===== src/rtl/mem_write_buffer.sv =====
// Store-buffering data-memory interface. Stores are absorbed into a small FIFO
// and drained to memory over a req/ack handshake in the background. Loads are
// forwarded from the youngest matching buffered store, or read from memory with
// a processor stall when the address is not buffered.
module mem_write_buffer #(
    parameter int DATA_W = 20,
    parameter int ADDR_W = 20,
    parameter int DEPTH  = 4
) (
    input  logic                         Clock,
    input  logic                         Reset,
    input  logic                         W,
    input  logic                         Rd,
    input  logic [ADDR_W-1:0]            Daddress,
    input  logic [DATA_W-1:0]            Dout,
    output logic [DATA_W-1:0]            DataIn,
    output logic                         Stall,
    output logic                         mem_req,
    output logic                         mem_we,
    output logic [ADDR_W-1:0]            mem_addr,
    output logic [DATA_W-1:0]            mem_wdata,
    input  logic [DATA_W-1:0]            mem_rdata,
    input  logic                         mem_ack,
    output logic [$clog2(DEPTH+1)-1:0]   count
);

    localparam int PTR_W = $clog2(DEPTH);
    localparam int CNT_W = $clog2(DEPTH+1);

    typedef enum logic [1:0] {IDLE, WRITE, READ, RDONE} state_t;

    state_t              r_state;
    state_t              w_next_state;

    logic [ADDR_W-1:0]   r_addr_q [DEPTH];
    logic [DATA_W-1:0]   r_data_q [DEPTH];
    logic [PTR_W-1:0]    r_head;
    logic [PTR_W-1:0]    r_tail;
    logic [CNT_W-1:0]    r_count;
    logic [DATA_W-1:0]   r_rd_data;
    logic [DATA_W-1:0]   r_data_in;
    logic                r_mem_req;
    logic                r_mem_we;
    logic [ADDR_W-1:0]   r_mem_addr;
    logic [DATA_W-1:0]   r_mem_wdata;

    logic                w_full;
    logic                w_hit;
    logic [DATA_W-1:0]   w_hit_data;
    logic                w_miss;
    logic                w_push;
    logic                w_load;
    logic                w_ack;
    logic                w_pop;
    logic                w_rd_capture;
    logic                w_start_write;
    logic                w_start_read;

    // A store takes priority over a simultaneous load; the load is ignored.
    assign w_full = (r_count == CNT_W'(DEPTH));
    assign w_ack  = r_mem_req && mem_ack;
    assign w_miss = Rd && !W && !w_hit;
    assign w_push = W && !w_full;
    assign w_load = Rd && !W && (w_hit || (r_state == RDONE));

    // Stall is forced low while reset is held so the processor sees a quiet port.
    assign Stall = Reset && (W ? w_full : (Rd && !w_hit && (r_state != RDONE)));

    assign DataIn    = r_data_in;
    assign mem_req   = r_mem_req;
    assign mem_we    = r_mem_we;
    assign mem_addr  = r_mem_addr;
    assign mem_wdata = r_mem_wdata;
    assign count     = r_count;

    // Address match over valid entries, oldest to youngest, so the youngest match wins.
    always_comb begin
        // NOTE: every always_comb output gets a default first; a path that leaves one unassigned infers a latch.
        w_hit      = 1'b0;
        w_hit_data = '0;
        for (int k = 0; k < DEPTH; k++) begin
            if ((k < int'(r_count)) && (r_addr_q[r_head + PTR_W'(k)] == Daddress)) begin
                w_hit      = 1'b1;
                w_hit_data = r_data_q[r_head + PTR_W'(k)];
            end
        end
    end

    // Controller next-state: load misses win over draining; one transaction at a time.
    always_comb begin
        w_next_state  = r_state;
        w_start_write = 1'b0;
        w_start_read  = 1'b0;
        w_pop         = 1'b0;
        w_rd_capture  = 1'b0;
        case (r_state)
            IDLE: begin
                if (w_miss) begin
                    w_next_state = READ;
                    w_start_read = 1'b1;
                end else if (r_count != '0) begin
                    w_next_state  = WRITE;
                    w_start_write = 1'b1;
                end
            end
            WRITE: begin
                if (w_ack) begin
                    w_next_state = IDLE;
                    w_pop        = 1'b1;
                end
            end
            READ: begin
                if (w_ack) begin
                    w_next_state = RDONE;
                    w_rd_capture = 1'b1;
                end
            end
            RDONE:   w_next_state = IDLE;
            default: w_next_state = IDLE;
        endcase
    end

    // Controller state register.
    always_ff @(posedge Clock or negedge Reset) begin
        // NOTE: sequential state uses non-blocking assignments so every register samples pre-edge values.
        if (!Reset) r_state <= IDLE;
        else        r_state <= w_next_state;
    end

    // FIFO storage; only the pointers and occupancy define which entries are live.
    always_ff @(posedge Clock) begin
        // NOTE: the entry array is deliberately not reset; clearing r_count discards its contents.
        if (w_push) begin
            r_addr_q[r_tail] <= Daddress;
            r_data_q[r_tail] <= Dout;
        end
    end

    // FIFO pointers and occupancy; a push and a pop in the same cycle leave count unchanged.
    always_ff @(posedge Clock or negedge Reset) begin
        if (!Reset) begin
            r_head  <= '0;
            r_tail  <= '0;
            r_count <= '0;
        end else begin
            if (w_push) r_tail <= r_tail + 1'b1;
            if (w_pop)  r_head <= r_head + 1'b1;
            case ({w_push, w_pop})
                2'b10:   r_count <= r_count + 1'b1;
                2'b01:   r_count <= r_count - 1'b1;
                default: r_count <= r_count;
            endcase
        end
    end

    // Memory request registers, held stable from request start until the ack edge.
    always_ff @(posedge Clock or negedge Reset) begin
        if (!Reset) begin
            r_mem_req   <= 1'b0;
            r_mem_we    <= 1'b0;
            r_mem_addr  <= '0;
            r_mem_wdata <= '0;
        end else if (w_start_write) begin
            r_mem_req   <= 1'b1;
            r_mem_we    <= 1'b1;
            r_mem_addr  <= r_addr_q[r_head];
            r_mem_wdata <= r_data_q[r_head];
        end else if (w_start_read) begin
            r_mem_req   <= 1'b1;
            r_mem_we    <= 1'b0;
            r_mem_addr  <= Daddress;
        end else if (w_pop || w_rd_capture) begin
            r_mem_req   <= 1'b0;
        end
    end

    // Read data is captured on the read ack and returned during RDONE.
    always_ff @(posedge Clock or negedge Reset) begin
        if (!Reset)            r_rd_data <= '0;
        else if (w_rd_capture) r_rd_data <= mem_rdata;
    end

    // Load data to the processor, updated only when a load is accepted.
    always_ff @(posedge Clock or negedge Reset) begin
        if (!Reset)      r_data_in <= '0;
        else if (w_load) r_data_in <= w_hit ? w_hit_data : r_rd_data;
    end

endmodule


===== config.mk =====
export PLATFORM = sky130hd
export DESIGN_NAME = mem_write_buffer
export DESIGN_NICKNAME = d
export VERILOG_FILES = /design/src/rtl/mem_write_buffer.sv
export SDC_FILE = /design/constraint.sdc
export NUM_CORES = 1
export LEC_CHECK = 0
export ABC_AREA = 1
export BUFFER_PORTS_ARGS = -buffer_cell sky130_fd_sc_hd__buf_2
export CORE_MARGIN = 2
export CORE_UTILIZATION = 60
export DETAILED_ROUTE_END_ITERATION = 10
export HOLD_SLACK_MARGIN = 0.08
export PLACE_DENSITY = 0.88
export REMOVE_ABC_BUFFERS = 1
export SYNTH_ARGS = -nofsm -noshare
export SYNTH_HDL_FRONTEND = slang
export SYNTH_SLANG_ARGS = --single-unit

===== constraint.sdc =====
create_clock -name Clock -period 4.15 [get_ports Clock]
set_input_delay 0.2075 -clock Clock [delete_from_list [all_inputs] [get_ports Clock]]
set_output_delay 0.2075 -clock Clock [all_outputs]
set_load 0.05 [all_outputs]

* After elaboration in Yosys (flattened, before gate mapping) *
Memory sizes are Yosys's and may differ from the RTL's.
Cells that the tools add are included.

cells by class
  $add $sub $neg = 6
  multiply operators = 0
  divide/modulo/power cells = 0
  $lt $le $gt $ge = 4
  equality and inequality tests = 14
  shift operators = 0
  muxes and demuxes = 33
  bitwise gates (word level) = 0
  reduce and logical (&&, ||, !) cells = 23

operators with widths
  kind                                                        count
  two-way mux 20 bit                                          7
  equality test 20 bit                                        4
  two-way mux 1 bit                                           20
  logical AND 1 bit                                           12
  two-way mux 2 bit                                           4
  one-hot mux 2 bit (4 select lines)                          1
  equality test 2 bit (second input constant)                 3
  less-than comparator 1 x 3 -> 1 bit (first input constant)  2
  less-than comparator 2 x 3 -> 1 bit (first input constant)  2
  inequality test 2 bit (second input constant)               3
  one-hot mux 3 bit (2 select lines)                          1
  nonzero test 3 bit                                          2
  adder 2 x 1 -> 2 bit (second input constant)                2
  adder 2 bit (second input constant)                         2
  equality test 2 x 1 -> 1 bit (second input constant)        2
  nonzero test 2 bit                                          2
  adder 3 x 1 -> 3 bit (second input constant)                1
  equality test 3 bit (second input constant)                 1
  logical NOT 1 bit                                           3
  inequality test 3 bit (second input constant)               1
  AND reduction 3 bit                                         1
  subtractor 3 x 1 -> 3 bit (second input constant)           1
  logical NOT 2 bit                                           1
  logical OR 1 bit                                            2

storage, ports and cells
  register bits = 91
  bits in latches = 0
  memory bits (writable) = 160
  bits in read-only memories = 0
  input port bits = 65
  output and inout bits = 66
  memories = 2

memories
  memory    words  width  rd ports  clocked after memory_dff  wr ports  RTL line  RTL
  r_addr_q  4      20     4         0                         1         35        logic [ADDR_W-1:0] r_addr_q [DEPTH];
  r_data_q  4      20     4         0                         1         36        logic [DATA_W-1:0] r_data_q [DEPTH];

* Longest topological paths before layout *
An unclocked memory read counts as a cell.

  word-level depth = 13
  gate-level depth with buffers = 23

* Least setup slack after synthesis *
No wires, ideal clock.

  path kind = reg2reg
  start point = reg r_count[0] (netlist: count[0])
  end point = mem r_addr_q[0][0], enable pin
  setup time = 0.438 ns
  arrival time = 3.032 ns
  data required time = 3.712 ns
  setup slack = 0.681 ns
  cell stages (with the launch flop) = 6
  path buffers = 0
  period minus slack after synthesis = 3.469 ns
  cells stage by stage = dfrtp_1 inv_1 ha_1 inv_1 o21ai_1 nor2_1

between the ends
  word-level cells in the longest chain between the ends = 5

RTL lines
  what                                     RTL line  RTL
  start: declaration                       39        logic [CNT_W-1:0] r_count;
  start signal: assignment                 149       2'b10: r_count <= r_count + 1'b1;
  start signal: assignment                 150       2'b01: r_count <= r_count - 1'b1;
  start signal: assignment                 151       default: r_count <= r_count;
  equality test 3 bit                      60        assign w_full = (r_count == CNT_W'(DEPTH));
  logical NOT 1 bit                        63        assign w_push = W && !w_full;
  logical AND 1 bit                        63
  two-way mux 1 bit                        133       if (w_push) begin
  two-way mux 1 bit (implied by the code)  134       r_addr_q[r_tail] <= Daddress;
  end: declaration                         35

Every way passes these cells.

* Worst setup path in the final report *
  start point = reg r_head[1]
  end point = out Stall

between the ends
  word-level cells in the longest chain between the ends = 12
  elaborated cells on any way between the ends = 21

RTL lines
  what                                                         RTL line  RTL
  start: declaration                                           37        logic [PTR_W-1:0] r_head;
  start signal: assignment                                     147       if (w_pop) r_head <= r_head + 1'b1;
  adder 2 x 1 -> 2 bit or memory (4 x 20 bit) (tied branches)  n/a
  memory (4 x 20 bit) (*)                                      n/a
  equality test 20 bit or logical AND 1 bit (tied branches)    82        if ((k < int'(r_count)) && (r_addr_q[r_head + PTR_W'(k)] == Daddress)) begin
  logical AND 1 bit or two-way mux 1 bit (tied branches)       82
  two-way mux 1 bit (2 in a row)                               82
  two-way mux 1 bit (*)                                        82
  logical NOT 1 bit (*)                                        67        assign Stall = Reset && (W ? w_full : (Rd && !w_hit && (r_state != RDONE)));
  logical AND 1 bit (*) (2 in a row)                           67
  two-way mux 1 bit (*)                                        67
  logical AND 1 bit (*)                                        67
  end: declaration                                             17        output logic Stall,

Every way passes the cells marked *; elsewhere a longest branch is shown, timed or not.

==> impl_metrics.env <==
export IMPL_path_max_fanout=44
export IMPL_post_cts_repair_setup_buffers=0
export IMPL_placed_cell_area_um2=15960
export IMPL_p_per_area_nw_per_um2=808.7
export IMPL_cts_tree="built"
export IMPL_pwr_share_clk_pct=18.7
export IMPL_crit_type="register to output port"
export IMPL_antenna_found_initial=0
export IMPL_gp_congestion=0.9501
export IMPL_vias=14551
export IMPL_p_leak_nw=8.547
export IMPL_wl_per_cell_um=16.73
export IMPL_rsz0062_at_grt="false"
export IMPL_grt_pass1_vias=13993
export IMPL_drive_above_1_share_pct=12.31
export IMPL_start_kind="register"
export IMPL_design_area_um2=17620
export IMPL_cts_buffer_depth=3
export IMPL_cp_common_cell="nand2_1"
export IMPL_drt_iter0_markers=1510
export IMPL_drcViolationCount=0
export IMPL_ys_async_sr_fraction_pct=36.25
export IMPL_cp_required_ns=3.94
export IMPL_place_ws_ns=0.7192
export IMPL_cap_violations=0
export IMPL_synth_ff_latch_count=251
export IMPL_synthCells=2065
export IMPL_ys_seq_area_share_pct=46.65
export IMPL_total_power_w=0.01425
export IMPL_track_usage_pct=32.20
export IMPL_worst_slew_pin_slew_ns=1.044
export IMPL_ff2ff_path_depth=21
export IMPL_fmax_mhz=260.3
export IMPL_clk_pin_slew_ns=0.06
export IMPL_dp_hpwl_um=27070
export IMPL_avgSynthCellArea_um2=7.352
export IMPL_yosysTopAreaCellShare_pct=31.65
export IMPL_synth_area_leaders="edfxtp_1, nand2_1, dfrtp_1, nand3_1, o21ai_0"
export IMPL_finalSetupViolations=0
export IMPL_routed_via_density=5.691
export IMPL_synth_common_cells="nand2_1, nand3_1, edfxtp_1, nor2_1, o21ai_0"
export IMPL_yosysMostFrequentCell="nand2_1"
export IMPL_relSlewSlack_pct=29.96
export IMPL_die_area_um2=26590
export IMPL_internal_power_w=0.007272
export IMPL_synth_main_ff_cell="edfxtp_1"
export IMPL_endpoint_kind="output port"
export IMPL_cts_root_buf="clkbuf_16"
export IMPL_grt_pass1_wl_um=67980
export IMPL_pwr_share_seq_pct=27.3
export IMPL_hold_violations=0
export IMPL_yosysUniqueCellTypes=31
export IMPL_detail_route_antenna_nets=0
export IMPL_wl_met2_um=20850
export IMPL_period_share_pct=92.57
export IMPL_clkSinkCount=251
export IMPL_coreArea_um2=25040
export IMPL_port_buffers=130
export IMPL_start_util_pct=60.64
export IMPL_status="finished, final reports clean"
export IMPL_dr_wl_met3_um=3843
export IMPL_cp_arrival_ns=3.63
export IMPL_maxSlewViolCount=0
export IMPL_hp_class="primary input to asynchronous set/reset pin"
export IMPL_clock_latency_ns=0.55
export IMPL_die_h_um=163.1
export IMPL_crit_slowest_cell="dfrtp_1"
export IMPL_pwr_share_comb_pct=54.0
export IMPL_syn_to_final_growth_pct=16.08
export IMPL_yosys_area_top_type="edfxtp_1"
export IMPL_cts_inserted_buffers=28
export IMPL_totalWireLength_um=42780
export IMPL_p_switching_w=0.006981
export IMPL_die_w_um=163.1
export IMPL_r2r_start="r_head[1]$_DFFE_PN0P_"
export IMPL_crit_end="Stall"
export IMPL_hold_worst_slack_ns=0.1522
export IMPL_crit_path_cell_trace="buf_6 > nand2_1 > nand2_4 > buf_12 > nand2_1 > nand2_1 > nand2_1 > nand2_1 > nor2_1 > nand2_1 > nor2_1 > nand3_1 > nand2_2 > nor2_8 > buf_6 > nand3_1 > a21boi_0 > buf_2"
export IMPL_crit_path_max_incr_delay_ns=0.40
export IMPL_nets=2278
export IMPL_swShare_pct=48.98
export IMPL_synth_area_um2=15180
export IMPL_peakVddDrop_uv=636.0
export IMPL_final_setup_worst_slack_ns=0.3085
export IMPL_r2r_end="DataIn[16]$_DFFE_PN0P_"
export IMPL_synth_edf_count=160
export IMPL_period_needed_ns=3.841
export IMPL_yosysWarnings=0
export IMPL_wl_met1_um=16080
export IMPL_setup_tns_ns=0
export IMPL_grt_remaining_overflow=0
export IMPL_ios=131
export IMPL_fin_skew_ns=0.01955
export IMPL_first_pass_iters=6
export IMPL_crit_start="r_head[1]$_DFFE_PN0P_"
export IMPL_r2r_slack_ns=0.81
export IMPL_grt_start_max_net_pins=92
export IMPL_fp_row_count=58
export IMPL_htreeDepth=1
export IMPL_highest_layer="met4"
registers in the layout, summed over array words and instances (netlist names):
name       count
count          3
r_tail         2
mem_req        1
mem_addr      20
r_rd_data     20
mem_we         1
DataIn        20
r_head         2
r_addr_q      80
r_data_q      80
r_state        2
mem_wdata     20
through the flow:
stage / instances / util (%)
6_report: 2557 / 70.39
5_1_grt: 2556 / 70.38
4_1_cts: 2556 / 70.23
3_5_place_dp: 2442 / 63.75
3_3_place_gp: 2442 / 63.75
2_1_floorplan: 1949 / -
critical path, delay by kind of cell, from the launching register on:
kind	cells	cell delay (ns)
AOI/OAI and AO/OA	1	0.20
buffers and inverters	4	1.03
DFF	1	0.40
and+or+nand+nor	13	1.41
how the worst min path moves through the flow:
stage,startpoint,to,slack [ns],depth (start not counted)
floorplan,Reset,DataIn[0]$_DFFE_PN0P_,-0.09,0
global placement,Reset,r_rd_data[2]$_DFFE_PN0P_,0.17,1
detailed placement,Reset,mem_wdata[4]$_DFFE_PN0P_,0.16,1
CTS,Reset,mem_wdata[4]$_DFFE_PN0P_,0.15,2
global route,Reset,mem_wdata[4]$_DFFE_PN0P_,0.18,2
finish,Reset,mem_wdata[4]$_DFFE_PN0P_,0.15,2
power by group through the flow:
stage,clock network [W],registers [W],logic [W]
after global routing,0.00278,0.00395,0.00851
after global placement,0,0.00386,0.00723
final,0.00267,0.00389,0.00770
after CTS,0.00267,0.00386,0.00757
after detailed placement,0,0.00390,0.00746
after floorplan,0,0.00511,0.00432
per-layer routing:
layer | vias up | GRT usage [%]
li1 | 6966 | -
met1 | 6687 | 39.04
met2 | 755 | 55.93
met3 | 143 | 4.672
met4 | 0 | 16.73
met5 | - | 0
cell type report:
cell class | count | area [um^2]
fill | 1874 | 7413
multi-input combinational | 1579 | 7088
sequential | 251 | 7086
timing repair buffer | 225 | 1585
clock buffer | 36 | 812.0
inverter | 119 | 446.7
tap | 330 | 412.9
clock inverter | 16 | 190.2
antenna | 1 | 2.502
cells in the final DEF (no fill, tap or decap), types with 4 or more instances in the layout:
cell type / instances
a21oi_1: 22
buf_2: 129
buf_4: 24
buf_6: 7
bufinv_16: 4
clkbuf_16: 29
clkbuf_8: 6
clkinv_2: 7
dfrtp_1: 90
dlygate4sd3_1: 62
edfxtp_1: 160
ha_1: 9
inv_1: 114
inv_2: 5
mux2_2: 20
mux2i_1: 20
nand2_1: 920
nand3_1: 226
nand4_1: 20
nor2_1: 150
nor2_4: 4
o21ai_0: 133
o21ai_1: 10
o21ai_2: 20
xor2_1: 6
logic make-up after synthesis:
family                     count (synthesis)  synth area share (%)
and+or+nand+nor                         1332                 35.53
DFF                                      251                 46.65
xor gates and xnor gates                   8                0.4615
buffers and inverters                    235                 6.980
muxes                                     40                 2.802
adders and majority gates                  9                0.7417
AOI/OAI and AO/OA                        190                 6.840
what timing repair did:
item	in CTS	in global routing
hold endpoints to repair	227	0
hold buffers	62	0
resized for setup	0	9
setup endpoints to repair	0	1
No activity file was read; power rests on OpenSTA's default activity.
